File: src/rtl/spi_flash_reader_pkg.sv
// spi_flash_pkg: state encoding, opcodes and address width shared by the SPI flash reader.
package spi_flash_pkg;
  localparam int ADDR_W = 24;
  localparam logic [7:0] SPI_CMD_READ = 8'h03;
  localparam logic [7:0] SPI_CMD_FAST_READ = 8'h0B;
  typedef enum logic [2:0] {IDLE, CMD, ADDR, DUMMY, DATA, HOLD} state_t;
endpackage

File: src/rtl/spi_flash_reader_if.sv
// spi_flash_reader_if: request and read-byte stream between the application and the flash reader.
interface spi_flash_reader_if #(parameter int LEN_W = 16);
  import spi_flash_pkg::*;
  logic req_valid;
  logic req_ready;
  logic [ADDR_W-1:0] req_addr;
  logic [LEN_W-1:0] req_len;
  logic [7:0] rd_data;
  logic rd_valid;
  logic rd_ready;
  logic done;
  logic busy;
  modport master (output req_valid, req_addr, req_len, rd_ready, input req_ready, rd_data, rd_valid, done, busy);
  modport slave (input req_valid, req_addr, req_len, rd_ready, output req_ready, rd_data, rd_valid, done, busy);
endinterface

File: src/rtl/spi_sck_gen.sv
// spi_sck_gen: SCK divider with rise/fall strobes marking the clk edge on which SCK toggles.
module spi_sck_gen #(parameter int CLK_DIV = 1) (
  input  logic clk,
  input  logic rst,
  input  logic en,
  output logic sck,
  output logic rise,
  output logic fall
);
  localparam int CW = CLK_DIV > 1 ? $clog2(CLK_DIV) : 1;
  logic [CW-1:0] cnt;
  logic tick;
  always_comb begin
    tick = en && cnt == CW'(CLK_DIV - 1);
    rise = tick && !sck;
    fall = tick && sck;
  end
  // Disabling restarts the phase so a resumed SCK always gets a full low half-period.
  always_ff @(posedge clk or posedge rst)
    if (rst) begin
      cnt <= '0;
      sck <= 1'b0;
    end else begin
      cnt <= (!en || tick) ? '0 : cnt + 1'b1;
      if (tick) sck <= !sck;
    end
endmodule

File: src/rtl/spi_flash_reader.sv
// spi_flash_reader: SPI mode-0 NOR flash reader streaming bytes over valid/ready.
// SPI_FLASH_READER_FAST_READ_EN selects FAST_READ (0x0B) with 8 dummy clocks.
module spi_flash_reader
  import spi_flash_pkg::*;
#(
  parameter int CLK_DIV = 1,
  parameter int CS_HOLD = 2,
  parameter int LEN_W = 16
) (
  input  logic clk,
  input  logic rst,
  spi_flash_reader_if.slave bus,
  output logic spi_csel,
  output logic spi_clk,
  output logic spi_mosi,
  input  logic spi_miso
);
`ifdef SPI_FLASH_READER_FAST_READ_EN
  localparam logic [7:0] OPCODE = SPI_CMD_FAST_READ;
  localparam state_t AFTER_ADDR = DUMMY;
`else
  localparam logic [7:0] OPCODE = SPI_CMD_READ;
  localparam state_t AFTER_ADDR = DATA;
`endif
  localparam int HW = CS_HOLD > 1 ? $clog2(CS_HOLD) : 1;
  state_t state, nxt;
  logic [31:0] tx;
  logic [7:0] rx;
  logic [4:0] cnt;
  logic [LEN_W-1:0] len;
  logic [HW-1:0] hold_cnt;
  logic pend, out_free, en, last, hold_done, rise, fall;
  spi_sck_gen #(.CLK_DIV(CLK_DIV)) u_sck (.clk, .rst, .en, .sck(spi_clk), .rise, .fall);
  // pend marks a complete byte still in rx; SCK freezes low until the output register frees.
  always_comb begin
    out_free = !bus.rd_valid || bus.rd_ready;
    en = state != IDLE && state != HOLD && !(pend && !out_free);
    last = cnt == (state == ADDR ? 5'd23 : 5'd7);
    nxt = state == CMD ? ADDR : state == ADDR ? AFTER_ADDR : DATA;
    hold_done = hold_cnt == HW'(CS_HOLD - 1);
  end
  always_ff @(posedge clk or posedge rst)
    if (rst) begin
      state <= IDLE;
      tx <= '0;
      rx <= '0;
      cnt <= '0;
      len <= '0;
      hold_cnt <= '0;
      pend <= 1'b0;
      bus.req_ready <= 1'b0;
      bus.busy <= 1'b0;
      bus.done <= 1'b0;
      bus.rd_data <= '0;
      bus.rd_valid <= 1'b0;
      spi_csel <= 1'b1;
      spi_mosi <= 1'b0;
    end else begin
      bus.done <= 1'b0;
      if (bus.rd_valid && bus.rd_ready) bus.rd_valid <= 1'b0;
      if (pend && out_free) begin
        bus.rd_data <= rx;
        bus.rd_valid <= 1'b1;
        pend <= 1'b0;
      end
      case (state)
        IDLE: begin
          bus.req_ready <= 1'b1;
          if (bus.req_valid && bus.req_ready) begin
            bus.req_ready <= 1'b0;
            bus.busy <= 1'b1;
            len <= bus.req_len;
            cnt <= '0;
            hold_cnt <= '0;
            tx <= {OPCODE, bus.req_addr};
            spi_mosi <= OPCODE[7] && bus.req_len != '0;
            spi_csel <= bus.req_len == '0;
            state <= bus.req_len == '0 ? HOLD : CMD;
          end
        end
        CMD, ADDR, DUMMY: if (fall) begin
          tx <= tx << 1;
          spi_mosi <= tx[30];
          cnt <= last ? '0 : cnt + 1'b1;
          if (last) state <= nxt;
        end
        DATA: begin
          if (rise) rx <= {rx[6:0], spi_miso};
          if (fall) begin
            cnt <= last ? '0 : cnt + 1'b1;
            if (last) begin
              pend <= 1'b1;
              len <= len - 1'b1;
              if (len == LEN_W'(1)) begin
                state <= HOLD;
                spi_csel <= 1'b1;
              end
            end
          end
        end
        HOLD: begin
          hold_cnt <= hold_done ? hold_cnt : hold_cnt + 1'b1;
          if (hold_done && !pend && out_free) begin
            state <= IDLE;
            bus.done <= 1'b1;
            bus.busy <= 1'b0;
            bus.req_ready <= 1'b1;
          end
        end
        default: state <= IDLE;
      endcase
    end
endmodule

File: src/flat_wrapper.sv
// flat-port wrapper written by rule: the top's interface ports become plain ports
module spi_flash_reader_flat import spi_flash_pkg::*;
#(
  parameter int CLK_DIV = 1,
  parameter int CS_HOLD = 2,
  parameter int LEN_W = 16
)
  (clk, rst, spi_csel, spi_clk, spi_mosi, spi_miso, bus_req_valid, bus_req_addr, bus_req_len, bus_rd_ready, bus_req_ready, bus_rd_data, bus_rd_valid, bus_done, bus_busy);
  spi_flash_reader_if #(.LEN_W(LEN_W)) bus_i ();
  input  logic clk;
  input  logic rst;
  output logic spi_csel;
  output logic spi_clk;
  output logic spi_mosi;
  input  logic spi_miso;
  input wire logic [$bits(bus_i.req_valid)-1:0] bus_req_valid;
  input wire logic [$bits(bus_i.req_addr)-1:0] bus_req_addr;
  input wire logic [$bits(bus_i.req_len)-1:0] bus_req_len;
  input wire logic [$bits(bus_i.rd_ready)-1:0] bus_rd_ready;
  output wire logic [$bits(bus_i.req_ready)-1:0] bus_req_ready;
  output wire logic [$bits(bus_i.rd_data)-1:0] bus_rd_data;
  output wire logic [$bits(bus_i.rd_valid)-1:0] bus_rd_valid;
  output wire logic [$bits(bus_i.done)-1:0] bus_done;
  output wire logic [$bits(bus_i.busy)-1:0] bus_busy;
  assign bus_i.req_valid = bus_req_valid;
  assign bus_i.req_addr = bus_req_addr;
  assign bus_i.req_len = bus_req_len;
  assign bus_i.rd_ready = bus_rd_ready;
  assign bus_req_ready = bus_i.req_ready;
  assign bus_rd_data = bus_i.rd_data;
  assign bus_rd_valid = bus_i.rd_valid;
  assign bus_done = bus_i.done;
  assign bus_busy = bus_i.busy;
  spi_flash_reader #(.CLK_DIV(CLK_DIV), .CS_HOLD(CS_HOLD), .LEN_W(LEN_W)) u_core (.clk(clk), .rst(rst), .bus(bus_i), .spi_csel(spi_csel), .spi_clk(spi_clk), .spi_mosi(spi_mosi), .spi_miso(spi_miso));
endmodule
File: config.mk
export PLATFORM = sky130hd
export DESIGN_NAME = spi_flash_reader_flat
export DESIGN_NICKNAME = d
export VERILOG_FILES = /design/src/rtl/spi_flash_reader_pkg.sv /design/src/rtl/spi_flash_reader_if.sv /design/src/rtl/spi_sck_gen.sv /design/src/rtl/spi_flash_reader.sv /design/src/flat_wrapper.sv
export SDC_FILE = /design/constraint.sdc
export NUM_CORES = 1
export LEC_CHECK = 0
export CORE_MARGIN = 10
export CORE_UTILIZATION = 35
export CTS_CLUSTER_DIAMETER = 200
export DETAILED_ROUTE_END_ITERATION = 10
export HOLD_SLACK_MARGIN = 0.15
export PLACE_DENSITY_LB_ADDON = 0.1
export SLEW_MARGIN = 30
export SYNTH_ARGS = -nofsm -noshare
export SYNTH_HDL_FRONTEND = slang
export SYNTH_HIERARCHICAL = 1
export SYNTH_SLANG_ARGS = --single-unit
File: constraint.sdc
create_clock -name clk -period 3.9 [get_ports clk]
set_input_delay 0.78 -clock clk [delete_from_list [all_inputs] [get_ports clk]]
set_output_delay 0.78 -clock clk [all_outputs]
set_load 0.02 [all_outputs]
---- Word level (Yosys, flattened, before mapping) ----
Cells that the tools add are included.
W data, S select, Z words.
storage, ports and cells
  input bits .............................. 45
  logic and storage cells ................. 122
  output and inout port bits .............. 15
  register bits after elaboration ......... 81
operators by class
  bitwise gates (word level) .............. 1
  reductions and logical operators ........ 38
  $add $sub $neg .......................... 4
  mux-type cells .......................... 47
  equal/unequal tests ..................... 16
operator list
  cell                     count
  $mux W31                 2
  $pmux W31 S2             1
  $mux W16                 3
  $pmux W16 S2             1
  $mux W3                  9
  $mux W1                  20
  $mux W5                  4
  $eq A16 B1 Y1 const B    1
  $logic_not A16 Y1        1
  $ne A2 B1 Y1 const B     8
  $sub A16 B1 Y16 const B  1
  $pmux W3 S4              1
  $logic_and A1 B1 Y1      11
  $pmux W1 S2              5
  $pmux W5 S2              1
  $reduce_bool A2 Y1       5
  $reduce_and A3 Y1        3
  $reduce_and A7 Y1        1
  $eq A3 B2 Y1 const B     2
  $eq A3 B3 Y1 const B     2
  $logic_not A1 Y1         6
  $reduce_and A2 Y1        3
  $add A5 B1 Y5 const B    1
  $eq A5 B5 Y1             1
  11 further kinds         13

---- Logic depth before layout (Yosys ltp) ----
  depth after elaboration ................. 10
  mapped depth ............................ 12
  gate-level depth less buffers ........... 10

---- By module ----
Netlist, hierarchy kept.
by module, submodules not included
  module            cells each  instances  sequential area each (µm²)  area each (µm²)
  spi_flash_reader  399         1          1978.1                      3950.0
  spi_sck_gen       9           1          50.0                        98.8

---- Least setup slack after synthesis ----
Ideal clock, no wire load.
  path type ............................... flip-flop to flip-flop
  start ................................... register u_core.state[2]
  end ..................................... register u_core.cnt[4]
  path slack .............................. 1.054 ns
  path buffers ............................ 2
  setup time .............................. 0.087 ns
  data required time ...................... 3.813 ns
  arrival time ............................ 2.759 ns
  stages on the path, launching flop included .. 12
  period minus slack after synthesis ...... 2.846 ns
  cell sequence ........................... dfrtp_1 -> clkbuf_1 -> clkbuf_1 -> xor2_1 -> o21a_1 -> nand2b_4 -> nor2_1 -> o21ai_1 -> a21oi_1 -> a31oi_1 -> or4_1 -> o211ai_1
on the way
  cells in the longest elaborated chain, start to end .. 7
  elaborated cells between the ends (all ways) .. 21
  classes of those cells .................. 8 x eq/ne; 4 x mux; 9 x reduce/logical
RTL lines
  item                                                RTL line                RTL
  start: declaration                                  spi_flash_reader.sv:26  state_t state, nxt;
  start signal: assignment                            spi_flash_reader.sv:78  state <= bus.req_len == '0 ? HOLD : CMD;
  start signal: assignment                            spi_flash_reader.sv:85  if (last) state <= nxt;
  $ne A3 B3 Y1 or $reduce_bool A3 Y1 (tied branches)  spi_flash_reader.sv:37  en = state != IDLE && state != HOLD && !(pend && !out_free);
  $logic_and A1 B1 Y1 * (2 in series)                 spi_flash_reader.sv:37
  net u_core.en                                       spi_flash_reader.sv:32  logic pend, out_free, en, last, hold_done, rise, fall;
  $logic_and A1 B1 Y1 *                               spi_sck_gen.sv:14       tick = en && cnt == CW'(CLK_DIV - 1);
  $logic_and A1 B1 Y1 *                               spi_sck_gen.sv:16       fall = tick && sck;
  net u_core.fall                                     spi_flash_reader.sv:32
  $ne A2 B1 Y1 (no source line) *                     n/a
  $reduce_and A3 Y1 (no source line) *                n/a
  end signal: assignment                              spi_flash_reader.sv:84  cnt <= last ? '0 : cnt + 1'b1;
  end signal: assignment                              spi_flash_reader.sv:90  cnt <= last ? '0 : cnt + 1'b1;
  end: declaration                                    spi_flash_reader.sv:29  logic [4:0] cnt;
Mark *: on every way through the listed nets, which the timed path passes. The rest lies on a longest branch. The select of a mux whose other input is x is not followed.
A chain may end at the register's enable or synchronous reset.

---- Final worst setup path ----
  start ................................... input port bus_rd_ready
  end ..................................... register u_core.len[1]
on the way
  cells in the longest elaborated chain, start to end .. 9
RTL lines
  item                                RTL line                RTL
  start: declaration                  flat_wrapper.sv:19      input wire logic [$bits(bus_i.rd_ready)-1:0] bus_rd_ready;
  $logic_or A1 B1 Y1                  spi_flash_reader.sv:36  out_free = !bus.rd_valid || bus.rd_ready;
  $logic_not A1 Y1                    spi_flash_reader.sv:37
  $logic_and A1 B1 Y1                 spi_flash_reader.sv:37
  $logic_not A1 Y1                    spi_flash_reader.sv:37
  $logic_and A1 B1 Y1                 spi_flash_reader.sv:37
  net u_core.en                       spi_flash_reader.sv:32
  $logic_and A1 B1 Y1                 spi_sck_gen.sv:14
  $logic_and A1 B1 Y1                 spi_sck_gen.sv:16
  net u_core.fall                     spi_flash_reader.sv:32
  $ne A2 B1 Y1 (no source line)       n/a
  $reduce_and A4 Y1 (no source line)  n/a
  end signal: assignment              spi_flash_reader.sv:72  len <= bus.req_len;
  end signal: assignment              spi_flash_reader.sv:93  len <= len - 1'b1;
  end: declaration                    spi_flash_reader.sv:30  logic [LEN_W-1:0] len;
The timed path passes the listed nets, and every way through them passes these cells.

==> summary.txt <==
Clocking
  – CTS HTree Levels: 3
  – Quantity of gates resized following cts: 0
  – CTS Root Cell: clkbuf_16
  – CTS sink count: approximately 80
  – Hold-fix buffers, CTS: 0
  – Total CTS buffers: 9
  – Worst-path clk slew: 0.07 ns
  – Worst-case clock buffer depth: 2
  – Worst skew pair latency: about 0.34 ns
  – CTS tree: yes
  – Setup bufs post-CTS: 0

Global route
  – Via count of the first global-routing pass: approximately 3.2k
  – Congestion Overflow GR: 0
  – Total track usage: about 13%
  – Pin count of the biggest net entering global routing: between 50 and 60
  – First-pass GRT wire length: roughly 16 mm
  – Initial antenna violation count: 0

Yosys
  – Syn_nets: about 460
  – Area leader, netlist: dfrtp_1
  – Top cells by count, synth: 80 x dfrtp_1, 55 x nand2_1, 25 x mux2i_1, 24 x nor2_1, 24 x o21ai_0
  – Post-Syn Instances: between 400 and 500
  – Synth Area per Inst: slightly below 10 sq um
  – Synth area leaders: dfrtp_1 49%, mux2i_1 6.2%, nand2_1 5.1%, mux2_2 4.4%, o21ai_0 3.0%
  – Synth unique cells: 63
  – #FFs+latches synth: between 80 and 90
  – Synth top area share: slightly below 50%
  – EDFF count, synth: 0
  – Post-synth ARST share: 100%
  – Yosys warns: 6
  – Top FF cell, synth: dfrtp_1
  – Sequential share of the synthesized area: around 50%
  – Most numerous cell in the Yosys netlist: dfrtp_1
  – Netlist area before placement: around 0.0040 sq mm

Critical path
  – Crit path max-delay family: simple AND/OR/NAND/NOR gates
  – Startpoint types: primary input
  – CP max FO: 17
  – Crit path top cell by count: nand2_1
  – R2R Setup Slk: about 1.2 ns
  – Max incr delay on CP: around 0.46 ns
  – Worst EP arrival: about 3.1 ns
  – WS Path Type: primary input to flop
  – Slowest CP cell: clkdlybuf4s50_1
  – Worst path bufs/invs: 1
  – Kind of end point of the critical path: flop
  – Worst Path Required: ~4 ns
  – Crit-path cells: clkdlybuf4s50_1, nor2b_1, nand2_1, o21a_1, nand2b_4, nor2_1, nand2_1, o21ai_1, nand2_1, a211oi_1, a21oi_1

Die
  – Row count: 39
  – Die ar.: about 0.016 sq mm
  – Initial core utilization: about 36%
  – Die width: around 130 um
  – Die Ht: approximately 130 um
  – IO Pins: 60
  – Core ar.: roughly 0.011 sq mm

Power and ir drop
  – VDD IR-drop max: roughly 0.00037 V
  – Comb pwr share: between 40% and 50%
  – Lkg Pwr: about 2.2 nW
  – Power share of the sequential group: 37.4%
  – Psw: 0.00148 W
  – P per Cell Area: 737 mW/mm^2
  – Clock Power Share: 22.0%
  – Sw Share: approximately 40%
  – P_int: 0.00224 W

STA
  – Final period util: roughly three quarters
  – Final Skew: between 0.008 and 0.009 ns
  – Final setup violation count: 0
  – Relative slew slack: 45.8%
  – Highest clock rate: ~350 MHz
  – RSZ-0062 raised after global routing: no
  – Final hold vios: 0
  – Post-layout minimum cycle time: between 2 and 3 ns
  – Worst-Margin Slew: slightly above 0.8 ns
  – Final Slew Violations: 0
  – Post-Route Setup TNS: 0 ns

Final layout
  – Fillers: between 1k and 1.5k
  – Layout Cells excl Fill: ~600
  – Inserted Diodes: 0
  – Area Overhead vs Synth: 25.0%
  – Post-layout util: between 40% and 50%
  – Final #Nets: about 510
  – Share of layout cells above drive strength 1: a little under an eighth

Route
  – Final wirelength: 9.72 mm
  – Routed len/inst: between 15 and 20 um
  – Post-route ant nets: 0
  – Vias: between 3k and 4k
  – Remaining DRCs: 0
  – Via density: ~5
  – DR iter-0 viols: 300
  – Router iterations before antenna repair: 5

Place
  – GPL Wtd Cong: 0.796
  – Placed Instances: just under 600
  – HPWL after DPL: 6.66 mm
  – I/O Buffers: around 60

Min path
  – Worst min path class: flop to flop

Job
  – Max-Cap Viols: 0

Outcome
  – Outcome: finished clean
[cells by family after synthesis]
family          synth area share (%)
other cells                   0.0926
fa+ha+maj                      0.927
mux                             10.6
buf+inv                         3.52
flops                           50.1
xor+xnor                        1.05
compound gates                  16.1
simple gates                    17.6
[per-stage QoR]
step	cell area (sq um)	setup slack (ns)	hold slack [ns]	total power, W
6_report	5060	1.02	0.470	0.00373
5_1_grt	5060	0.773	0.493	0.00407
4_1_cts	5060	1.04	0.472	0.00377
3_5_place_dp	4770	0.679	0.456	0.00293
3_3_place_gp	4770	0.708	0.451	0.00290
2_1_floorplan	4050	1.05	0.438	0.00254
[layer usage]
layer | vias up | GRT usage (%) | routed length [um]
li1 | 1561 | - | -
met5 | - | 0 | 0
met1 | 1511 | 16.5 | 4640
met3 | 8 | 5.54 | 520
met2 | 48 | 18.4 | 4440
met4 | 0 | 3.42 | 112
[flip-flops by register name, summed over array words and instances, names as in the netlist, 3 cells and up]
register            flops
u_core/rx               8
u_core/len             16
u_core/cnt              5
u_core/state            3
u_core/bus.rd_data      8
u_core/tx              31
[area by class of cell]
cell class / instances / area [sq um] / share of cell area, %
Clock buffer: 10 / 239 / 4.72
Clock inverter: 6 / 51.3 / 1.01
Inverter: 10 / 38.8 / 0.767
Multi-Input combinational cell: 291 / 1880 / 37.2
Sequential cell: 81 / 2030 / 40.1
Tap cell: 143 / 179 / 3.54
Timing Repair Buffer: 66 / 643 / 12.7
[layout by cell type, fill, tap and decap left out, drive strengths merged, types with 7 or more instances in the layout]
cell	Yosys	final
nor2	25	25
a21oi	14	14
mux2i	25	25
nor4	13	13
inv	10	11
dfrtp	80	80
mux2	16	16
clkbuf	18	10
o21ai	47	47
nand2	55	55
buf	8	7
nand3	9	9
nor3	8	8
o2bb2ai	10	10
clkdlybuf4s50	0	59
[power groups by stage]
stage / Combinational [W] / Sequential, W / Clock, W
final: 0.00151 / 0.00139 / 0.000820
after detailed placement: 0.00152 / 0.00141 / 0
after CTS: 0.00153 / 0.00140 / 0.000851
after global routing: 0.00173 / 0.00145 / 0.000892
after floorplan: 0.00121 / 0.00133 / 0
after global placement: 0.00149 / 0.00140 / 0
[tightest hold or removal path, stage by stage, from the launching register on]
cell and delay [ns]:
dfrtp_1 0.34, nand2_1 0.05, nand2_1 0.05
[path summary, 6_finish.rpt]
kind | cells past startpoint | to | from
max in group asynchronous | 3 | u_core/tx[29] | rst
worst max-delay path | 11 | u_core/len[1] | bus_rd_ready
worst min-delay path | 2 | u_core/tx[29] | u_core/tx[29]
min in group asynchronous | 2 | u_core/u_sck/cnt | rst
worst min register to register | 2 | u_core/tx[29] | u_core/tx[29]
worst max register to register | 9 | u_core/len[1] | u_core/state[0]
No activity file was read; power rests on OpenSTA's default activity.
